`config.mk`:
```
export PLATFORM = sky130hd
export DESIGN_NAME = fifo_oehb
export DESIGN_NICKNAME = d
export VERILOG_FILES = /design/src/rtl/fifo_oehb.sv
export SDC_FILE = /design/constraint.sdc
export NUM_CORES = 1
export LEC_CHECK = 0
export CORE_ASPECT_RATIO = 0.5
export CORE_MARGIN = 2
export CORE_UTILIZATION = 47
export DETAILED_ROUTE_END_ITERATION = 8
export PLACE_DENSITY = 0.75
export SLEW_MARGIN = 20
export SYNTH_ARGS = -nofsm -noshare
export SYNTH_HDL_FRONTEND = slang
export SYNTH_SLANG_ARGS = --single-unit
export TNS_END_PERCENT = 5
```
`constraint.sdc`:
```
create_clock -name clk -period 2.4 [get_ports clk]
set_input_delay 0.6 -clock clk [delete_from_list [all_inputs] [get_ports clk]]
set_output_delay 0.6 -clock clk [all_outputs]
set_load 0.05 [all_outputs]
```
`src/rtl/fifo_oehb.sv`:
```
// Elastic FIFO with a fully registered consumer side (OEHB-style).
// Tokens are held in a circular array followed by an output register. The
// consumer-facing valid/data come straight from that register. ins_ready is
// decoded from the array occupancy only, so no input reaches any output
// through combinational logic.
module fifo_oehb #(
  parameter int NUM_SLOTS = 2,
  parameter int DATA_TYPE = 32
) (
  input  logic                 clk,
  input  logic                 rst,
  input  logic [DATA_TYPE-1:0] ins,
  input  logic                 ins_valid,
  input  logic                 outs_ready,
  output logic [DATA_TYPE-1:0] outs,
  output logic                 outs_valid,
  output logic                 ins_ready
);

  localparam int CW = $clog2(NUM_SLOTS + 1);
  localparam int PW = (NUM_SLOTS > 1) ? $clog2(NUM_SLOTS) : 1;
  localparam logic [CW-1:0] FULL_CNT = CW'(NUM_SLOTS);
  localparam logic [PW-1:0] LAST_PTR = PW'(NUM_SLOTS - 1);

  // Output register
  logic                 r_valid;
  logic [DATA_TYPE-1:0] r_data;

  // Storage array and its bookkeeping
  logic [DATA_TYPE-1:0] r_mem [NUM_SLOTS];
  logic [PW-1:0]        r_head;
  logic [PW-1:0]        r_tail;
  logic [CW-1:0]        r_count;

  // Per-cycle events
  logic w_ins_ready;
  logic w_fire;
  logic w_pop;
  logic w_load;
  logic w_from_mem;
  logic w_bypass;
  logic w_write;

  // Circular pointer increment; depth need not be a power of two.
  function automatic logic [PW-1:0] next_ptr(input logic [PW-1:0] p);
    if (p == LAST_PTR) begin
      return {PW{1'b0}};
    end else begin
      return p + PW'(1);
    end
  endfunction

  // Handshake event decode; ready looks only at occupancy, never at a pop
  // in the same cycle, so the consumer-side ready never reaches ins_ready.
  always_comb begin
    w_ins_ready = 1'b0;
    w_fire      = 1'b0;
    w_pop       = 1'b0;
    w_load      = 1'b0;
    w_from_mem  = 1'b0;
    w_bypass    = 1'b0;
    w_write     = 1'b0;
    if (r_count < FULL_CNT) begin
      w_ins_ready = 1'b1;
    end else begin
      w_ins_ready = 1'b0;
    end
    w_fire     = ins_valid & w_ins_ready;
    w_pop      = r_valid & outs_ready;
    w_load     = ~r_valid | w_pop;
    w_from_mem = w_load & (r_count != {CW{1'b0}});
    w_bypass   = w_load & (r_count == {CW{1'b0}}) & w_fire;
    w_write    = w_fire & ~w_bypass;
  end

  // Array storage write; contents are deliberately not reset.
  always_ff @(posedge clk) begin
    if (w_write) begin
      r_mem[r_tail] <= ins;
    end
  end

  // Head/tail pointers and occupancy count.
  always_ff @(posedge clk or posedge rst) begin
    if (rst) begin
      r_head  <= {PW{1'b0}};
      r_tail  <= {PW{1'b0}};
      r_count <= {CW{1'b0}};
    end else begin
      if (w_write) begin
        r_tail <= next_ptr(r_tail);
      end
      if (w_from_mem) begin
        r_head <= next_ptr(r_head);
      end
      case ({w_write, w_from_mem})
        2'b10:   r_count <= r_count + CW'(1);
        2'b01:   r_count <= r_count - CW'(1);
        default: r_count <= r_count;
      endcase
    end
  end

  // Output register: refill from the array first, else bypass the input.
  always_ff @(posedge clk or posedge rst) begin
    if (rst) begin
      r_valid <= 1'b0;
      r_data  <= {DATA_TYPE{1'b0}};
    end else if (w_from_mem) begin
      r_valid <= 1'b1;
      r_data  <= r_mem[r_head];
    end else if (w_bypass) begin
      r_valid <= 1'b1;
      r_data  <= ins;
    end else if (w_load) begin
      r_valid <= 1'b0;
    end
  end

  assign outs       = r_data;
  assign outs_valid = r_valid;
  assign ins_ready  = w_ins_ready;

endmodule

```
==> key figures, run 1 <==
Outcome
  – Status: finished, final reports clean

Clock tree
  – Insertion delay to the later sink of the worst-skew pair: 0.34 ns
  – CTS H-tree depth: 3
  – CTS max path bufs: 2
  – CTS root buf: clkbuf_16
  – CTS Hold Bufs: 0
  – CTS tree: built
  – CTS clk-pin slew, worst paths: 0.07 ns
  – Sink Count: 101
  – Num CTS Buffers: 9

Timing
  – Tightest Pin Transition: 0.745 ns
  – Min cycle time layout: 2.15 ns
  – Hold Vio Cnt, Final: 0
  – TNS Setup: 0 ns
  – Slew Limit Headroom: 0.503
  – Clock Skew: between 0.006 and 0.007 ns
  – Peak Freq: 464 MHz
  – Final period utilization: 0.897
  – Setup violation total in the final timing report: 0
  – Slew Limit Fails: 0
  – RSZ-0062 raised after global routing: false

Power and ir drop
  – Switching pwr: about 2.8 mW
  – Power Internal: between 4 and 5 mW
  – Clock power share: 0.209
  – Net Sw Frac: 0.382
  – Sequential share of power: 0.369
  – Lkg Pwr: 1.95 nW
  – Power Dens Cells: around 1400 nW/um2
  – Logic pwr share: 0.422
  – IR drop worst, VDD: 0.000539 V

Placed design
  – Post-DP Area: 4820 um2
  – Placer congestion estimate: between 0.7 and 0.8
  – DP HPWL: roughly 5200 um
  – IO buf count: 69

Route
  – DRT Pass-1 Iters: 5
  – DRC violations left: 0
  – Per-cell routed wire length: 19.3 um
  – Final ANT Viol Nets: 0
  – Via/cell ratio: 5.60
  – Initial DRC Count: 198
  – Vias: 2407
  – DRT Wirelength: 8290 um

Critical path
  – CP startpoint kind: register
  – CP max-delay cell: clkdlybuf4s50_1
  – CP bufs+invs: 1
  – Crit path kind: register to output port
  – CP max stage delay: 0.82 ns
  – Worst Path Required: 1.80 ns
  – Cell family with most CP delay: buffers and inverters
  – Crit path capture type: output port
  – WP data arrival: 1.55 ns
  – CP Cell Sequence: clkdlybuf4s50_1
  – Crit path max fanout: 2

Synthesis
  – Syn_nets: 274
  – Synthesized area: 3920 um2
  – Most common cell in the netlist: edfxtp_1
  – Asr flop ratio synth: 0.366
  – Post-Synthesis Cells: about 240
  – Area leader, netlist: edfxtp_1
  – EDFF count, synth: 64
  – Syn Area/Cell: 16.5 um2
  – Register area share after synthesis: 0.726
  – Most instantiated cells after synthesis: edfxtp_1, dfrtp_1, a221o_1, mux2i_1, nor3_1
  – Warnings, synthesis: 0
  – Synth Register Bits: 101
  – Largest cells by area after synthesis: edfxtp_1, dfrtp_1, a221o_1
  – Post-synth top area share: 0.490
  – Synth Flop Type: edfxtp_1
  – Synth cell types: 24

Global routing
  – Vias in the first global route: 2429
  – GRT overflow: 0
  – Pin count of the biggest net entering global routing: 38
  – Initial antenna violation count: 0
  – First-pass GRT wire length: roughly 13000 um
  – GRT Util Overall: 0.193

Final layout
  – Fin nets: 350
  – Share of cells above drive strength 1: 0.116
  – FILL cells: roughly 570
  – Diodes inserted: 0
  – Cell area after layout: roughly 5100 um2
  – Synthesis-to-finish area growth: 31.0%

Worst hold path
  – Min-Delay Path Class: register to register

Floorplan
  – Total core area: ~8100 um2
  – Row Count: 23
  – Die Area: 9130 um2
  – Die Y-Extent: 68.6 um
  – Initial Util: 0.487
  – Die width: 133 um
  – Ports: 70

Job
  – Max cap viols: 0
[metal layers]
| layer | vias to the layer above | share of wire | GRT usage |
|---|---|---|---|
| met5 | - | 0 | 0 |
| met4 | 0 | 0.015 | 0.0824 |
| met3 | 12 | 0.049 | 0.0577 |
| met2 | 74 | 0.51 | 0.332 |
| met1 | 1226 | 0.42 | 0.237 |
| li1 | 1095 | - | - |
[power groups by stage]
stage	Sequential, mW	Combinational, mW	Clock, mW
global placement	2.69	3.02	0
finish	2.69	3.07	1.53
CTS	2.69	3.10	1.56
detailed placement	2.70	3.08	0
global route	2.74	3.25	1.63
floorplan	3.54	1.19	0
[cells by family (layout without fill, tap and decap cells)]
group	count (synthesis)	in the layout	synth area share
AOI/OAI and AO/OA	35	35	0.0877
xor gates and xnor gates	5	5	0.0112
adders and majority gates	1	1	0.00319
buffers and inverters	22	103	0.0338
DFF	101	101	0.726
muxes	32	32	0.0820
and+or+nand+nor	41	41	0.0558
[cell usage in the layout (no fill, tap or decap), types with 2 or more instances in the layout]
cell type,count
a221o_1,31
buf_12,4
buf_4,10
bufinv_16,2
clkbuf_16,9
clkdlybuf4s50_1,68
clkinv_2,2
dfrtp_1,36
edfxtp_1,64
inv_1,4
mux2i_1,31
nor2_1,2
nor2_4,3
nor3_1,31
xnor2_1,4
[flip-flops by register name (all words and copies together) (netlist names)]
signal / count
r_mem: 64
outs: 32
r_count: 2
outs_valid: 1
r_head: 1
r_tail: 1
[stage by stage]
stage	std cells	worst slack, ns	hold slack [ns]	total power, mW	util
final	430	0.247	0.512	7.29	0.637
after global routing	430	0.205	0.539	7.62	0.637
after CTS	430	0.0498	0.517	7.34	0.637
after detailed placement	414	0.0210	0.499	5.78	0.598
after global placement	414	0.145	0.499	5.71	0.598
after floorplan	237	-0.0605	0.486	4.73	-
[layout make-up]
| class | count | area (um2) | share of cell area |
|---|---|---|---|
| Sequential cell | 101 | 2850 | 0.555 |
| Multi-Input combinational cell | 114 | 967 | 0.188 |
| Timing Repair Buffer | 83 | 848 | 0.165 |
| Clock buffer | 11 | 243 | 0.0473 |
| Tap cell | 112 | 140 | 0.0273 |
| Clock inverter | 5 | 73.8 | 0.0144 |
| Inverter | 4 | 15.0 | 0.00292 |
[what timing repair did]
action                                  4_1_cts  5_1_grt
buffers inserted                              0        0
endpoints found under the setup margin        0        1
resized for setup                             0        1
[final timing paths]
check | slack (ns) | cells past startpoint | endpoint | start
setup / recovery | 0.25 | 1 | outs[29] | outs[29]
hold / removal | 0.51 | 1 | outs[16] | outs[16]
setup reg to reg | 0.58 | 3 | outs[0] | r_count[0]
hold reg to reg | 0.51 | 1 | outs[16] | outs[16]
max in group asynchronous | 1.33 | 3 | r_head | rst
min in group asynchronous | 0.69 | 3 | outs[1] | rst
Power figures use the tool's default switching activity.
==> inputs of run 2 (changes only) <==
--- a/config.mk
+++ b/config.mk
@@ -10,6 +10,7 @@
 export CORE_UTILIZATION = 47
 export DETAILED_ROUTE_END_ITERATION = 8
 export PLACE_DENSITY = 0.75
+export SETUP_SLACK_MARGIN = 0.2
 export SLEW_MARGIN = 20
 export SYNTH_ARGS = -nofsm -noshare
 export SYNTH_HDL_FRONTEND = slang
==> key figures, run 2 (synthesis gave the netlist of run 1 again) <==
Outcome
  – Status: finished, final reports clean (unchanged)

Clock tree
  – CTS tree: built (unchanged)
  – CTS clk-pin slew, worst paths: 0.07 ns (about the same)
  – Sink Count: 101 (unchanged)
  – Num CTS Buffers: 9 (unchanged)
  – CTS max path bufs: 2 (unchanged)
  – Insertion delay to the later sink of the worst-skew pair: 0.34 ns (about the same)
  – CTS H-tree depth: 3 (unchanged)
  – Post CTS Setup Buffer Count: 0 (unchanged)
  – CTS root buf: clkbuf_16 (unchanged)

Route
  – DRC violations left: 0 (unchanged)
  – DRT Pass-1 Iters: 5 (unchanged)
  – Final ANT Viol Nets: 0 (unchanged)
  – Vias: 2406 (was 2407)
  – DRT Wirelength: 8280 um (was 8290 um)
  – Via/cell ratio: 5.60 (about the same)
  – Per-cell routed wire length: 19.2 um (was 19.3 um)
  – Initial DRC Count: 201 (was 198)

Final layout
  – Commonest non-fill, non-tap cell in the layout: clkdlybuf4s50_1 (unchanged)
  – Layout Utilization: 0.637 (about the same)
  – Finished Layout Cells: 430 (unchanged)
  – Top reg by flops: r_mem (unchanged)
  – Share of cells above drive strength 1: 0.116 (unchanged)
  – FILL cells: 572 (unchanged)
  – Fin nets: 350 (unchanged)
  – Diodes inserted: 0 (unchanged)
  – Commonest cells after routing, fill and taps aside: clkdlybuf4s50_1, edfxtp_1, dfrtp_1 (unchanged)
  – Synthesis-to-finish area growth: 30.9% (was 31.0%)
  – Max reg flops: 64 (unchanged)

Floorplan
  – Die Y-Extent: 68.6 um (unchanged)
  – Total core area: 8060 um2 (unchanged)
  – Die width: 133 um (unchanged)
  – Row Count: 23 (unchanged)
  – Die Area: 9130 um2 (unchanged)
  – Initial Util: 0.487 (unchanged)
  – Ports: 70 (unchanged)

Critical path
  – Crit path max fanout: 2 (unchanged)
  – Crit path kind: register to output port (unchanged)
  – CP max stage delay: 0.82 ns (about the same)
  – CP max-delay cell: clkdlybuf4s50_1 (unchanged)
  – WP data arrival: 1.55 ns (about the same)
  – CP bufs+invs: 1 (unchanged)
  – Worst Path Required: 1.80 ns (about the same)
  – CP Cell Sequence: clkdlybuf4s50_1 (unchanged)
  – CP startpoint kind: register (unchanged)
  – Cell family with most CP delay: buffers and inverters (unchanged)
  – Crit path capture type: output port (unchanged)

Timing
  – Final period utilization: 0.897 (about the same)
  – Hold Vio Cnt, Final: 0 (unchanged)
  – Tightest Pin Transition: 0.745 ns (about the same)
  – RSZ-0062 raised after global routing: false (unchanged)
  – Peak Freq: 464 MHz (about the same)
  – Slew Limit Fails: 0 (unchanged)
  – Slew Limit Headroom: 0.503 (about the same)
  – Setup violation total in the final timing report: 0 (unchanged)
  – Min cycle time layout: 2.15 ns (about the same)
  – Clock Skew: 0.00674 ns (was 0.00676 ns)

Power and ir drop
  – Net Sw Frac: 0.382 (about the same)
  – Pwr Total: 7.28 mW (was 7.29 mW)
  – Lkg Pwr: 1.94 nW (was 1.95 nW)
  – IR drop worst, VDD: 0.000539 V (about the same)
  – Logic pwr share: 0.421 (was 0.422)
  – Switching pwr: 2.78 mW (about the same)
  – Power Dens Cells: 1420 nW/um2 (about the same)
  – Clock power share: 0.210 (was 0.209)
  – Sequential share of power: 0.369 (about the same)
  – Power Internal: 4.50 mW (about the same)

Placed design
  – Placer congestion estimate: 0.762 (unchanged)
  – IO buf count: 69 (unchanged)
  – DP HPWL: 5170 um (unchanged)
  – Cell count after placement: 414 (unchanged)

Global routing
  – Initial antenna violation count: 0 (unchanged)
  – Vias in the first global route: 2429 (unchanged)
  – Pin count of the biggest net entering global routing: 38 (unchanged)
  – GRT Util Overall: 0.193 (unchanged)
  – GRT overflow: 0 (unchanged)
  – First-pass GRT wire length: 12800 um (unchanged)

Worst hold path
  – Min-Delay Path Class: register to register (unchanged)

Job
  – Max cap viols: 0 (unchanged)
[run 2: path summary, 6_finish.rpt]
| check | start | endpoint | slack, ns | cells past startpoint |
|---|---|---|---|---|
| max in group asynchronous | rst | r_head | 1.33 | 3 |
| worst max-delay path | outs[29] | outs[29] | 0.25 | 1 |
| worst min-delay path | outs[16] | outs[16] | 0.51 | 1 |
| worst max register to register | r_count[0] | outs[0] | 0.58 | 3 |
| min in group asynchronous | rst | outs[1] | 0.69 | 3 |
| worst min register to register | outs[16] | outs[16] | 0.51 | 1 |
[run 2: power by group through the flow]
| stage | Sequential, mW | Combinational, mW | Clock (mW) |
|---|---|---|---|
| global placement | 2.69 | 3.02 | 0 |
| finish | 2.69 | 3.07 | 1.53 |
| CTS | 2.69 | 3.09 | 1.56 |
| detailed placement | 2.70 | 3.08 | 0 |
| floorplan | 3.54 | 1.19 | 0 |
| global route | 2.74 | 3.24 | 1.63 |
[run 2: per-stage QoR]
stage	setup slack, ns	TNS [ns]	cell area [um2]	hold WS [ns]
5_1_grt	0.205	0	5130	0.539
6_report	0.247	0	5130	0.512
2_1_floorplan	-0.0605	-3.87	3930	0.486
3_3_place_gp	0.145	0	4820	0.499
4_1_cts	0.232	0	5130	0.517
3_5_place_dp	0.0210	0	4820	0.499
[run 2: cell type report]
class	instances	area, um2	area share
clock buffers	11	243	0.0473
clock inverters	5	73.8	0.0144
inverters	4	15.0	0.00293
multi-input cells	114	967	0.188
flip-flops and latches	101	2850	0.555
well taps	112	140	0.0273
repair buffers	83	845	0.165
[run 2: repair_timing]
action,4_1_cts,5_1_grt
resized for setup,1,0
hold buffers,0,0
endpoints found under the setup margin,1,0
[run 2: per-layer routing]
metal  up-vias  GRT usage  share of wire
met5         -          0              0
li1       1097          -              -
met2        67      0.332           0.52
met1      1230      0.237           0.43
met4         0     0.0824          0.015
met3        12     0.0577          0.043
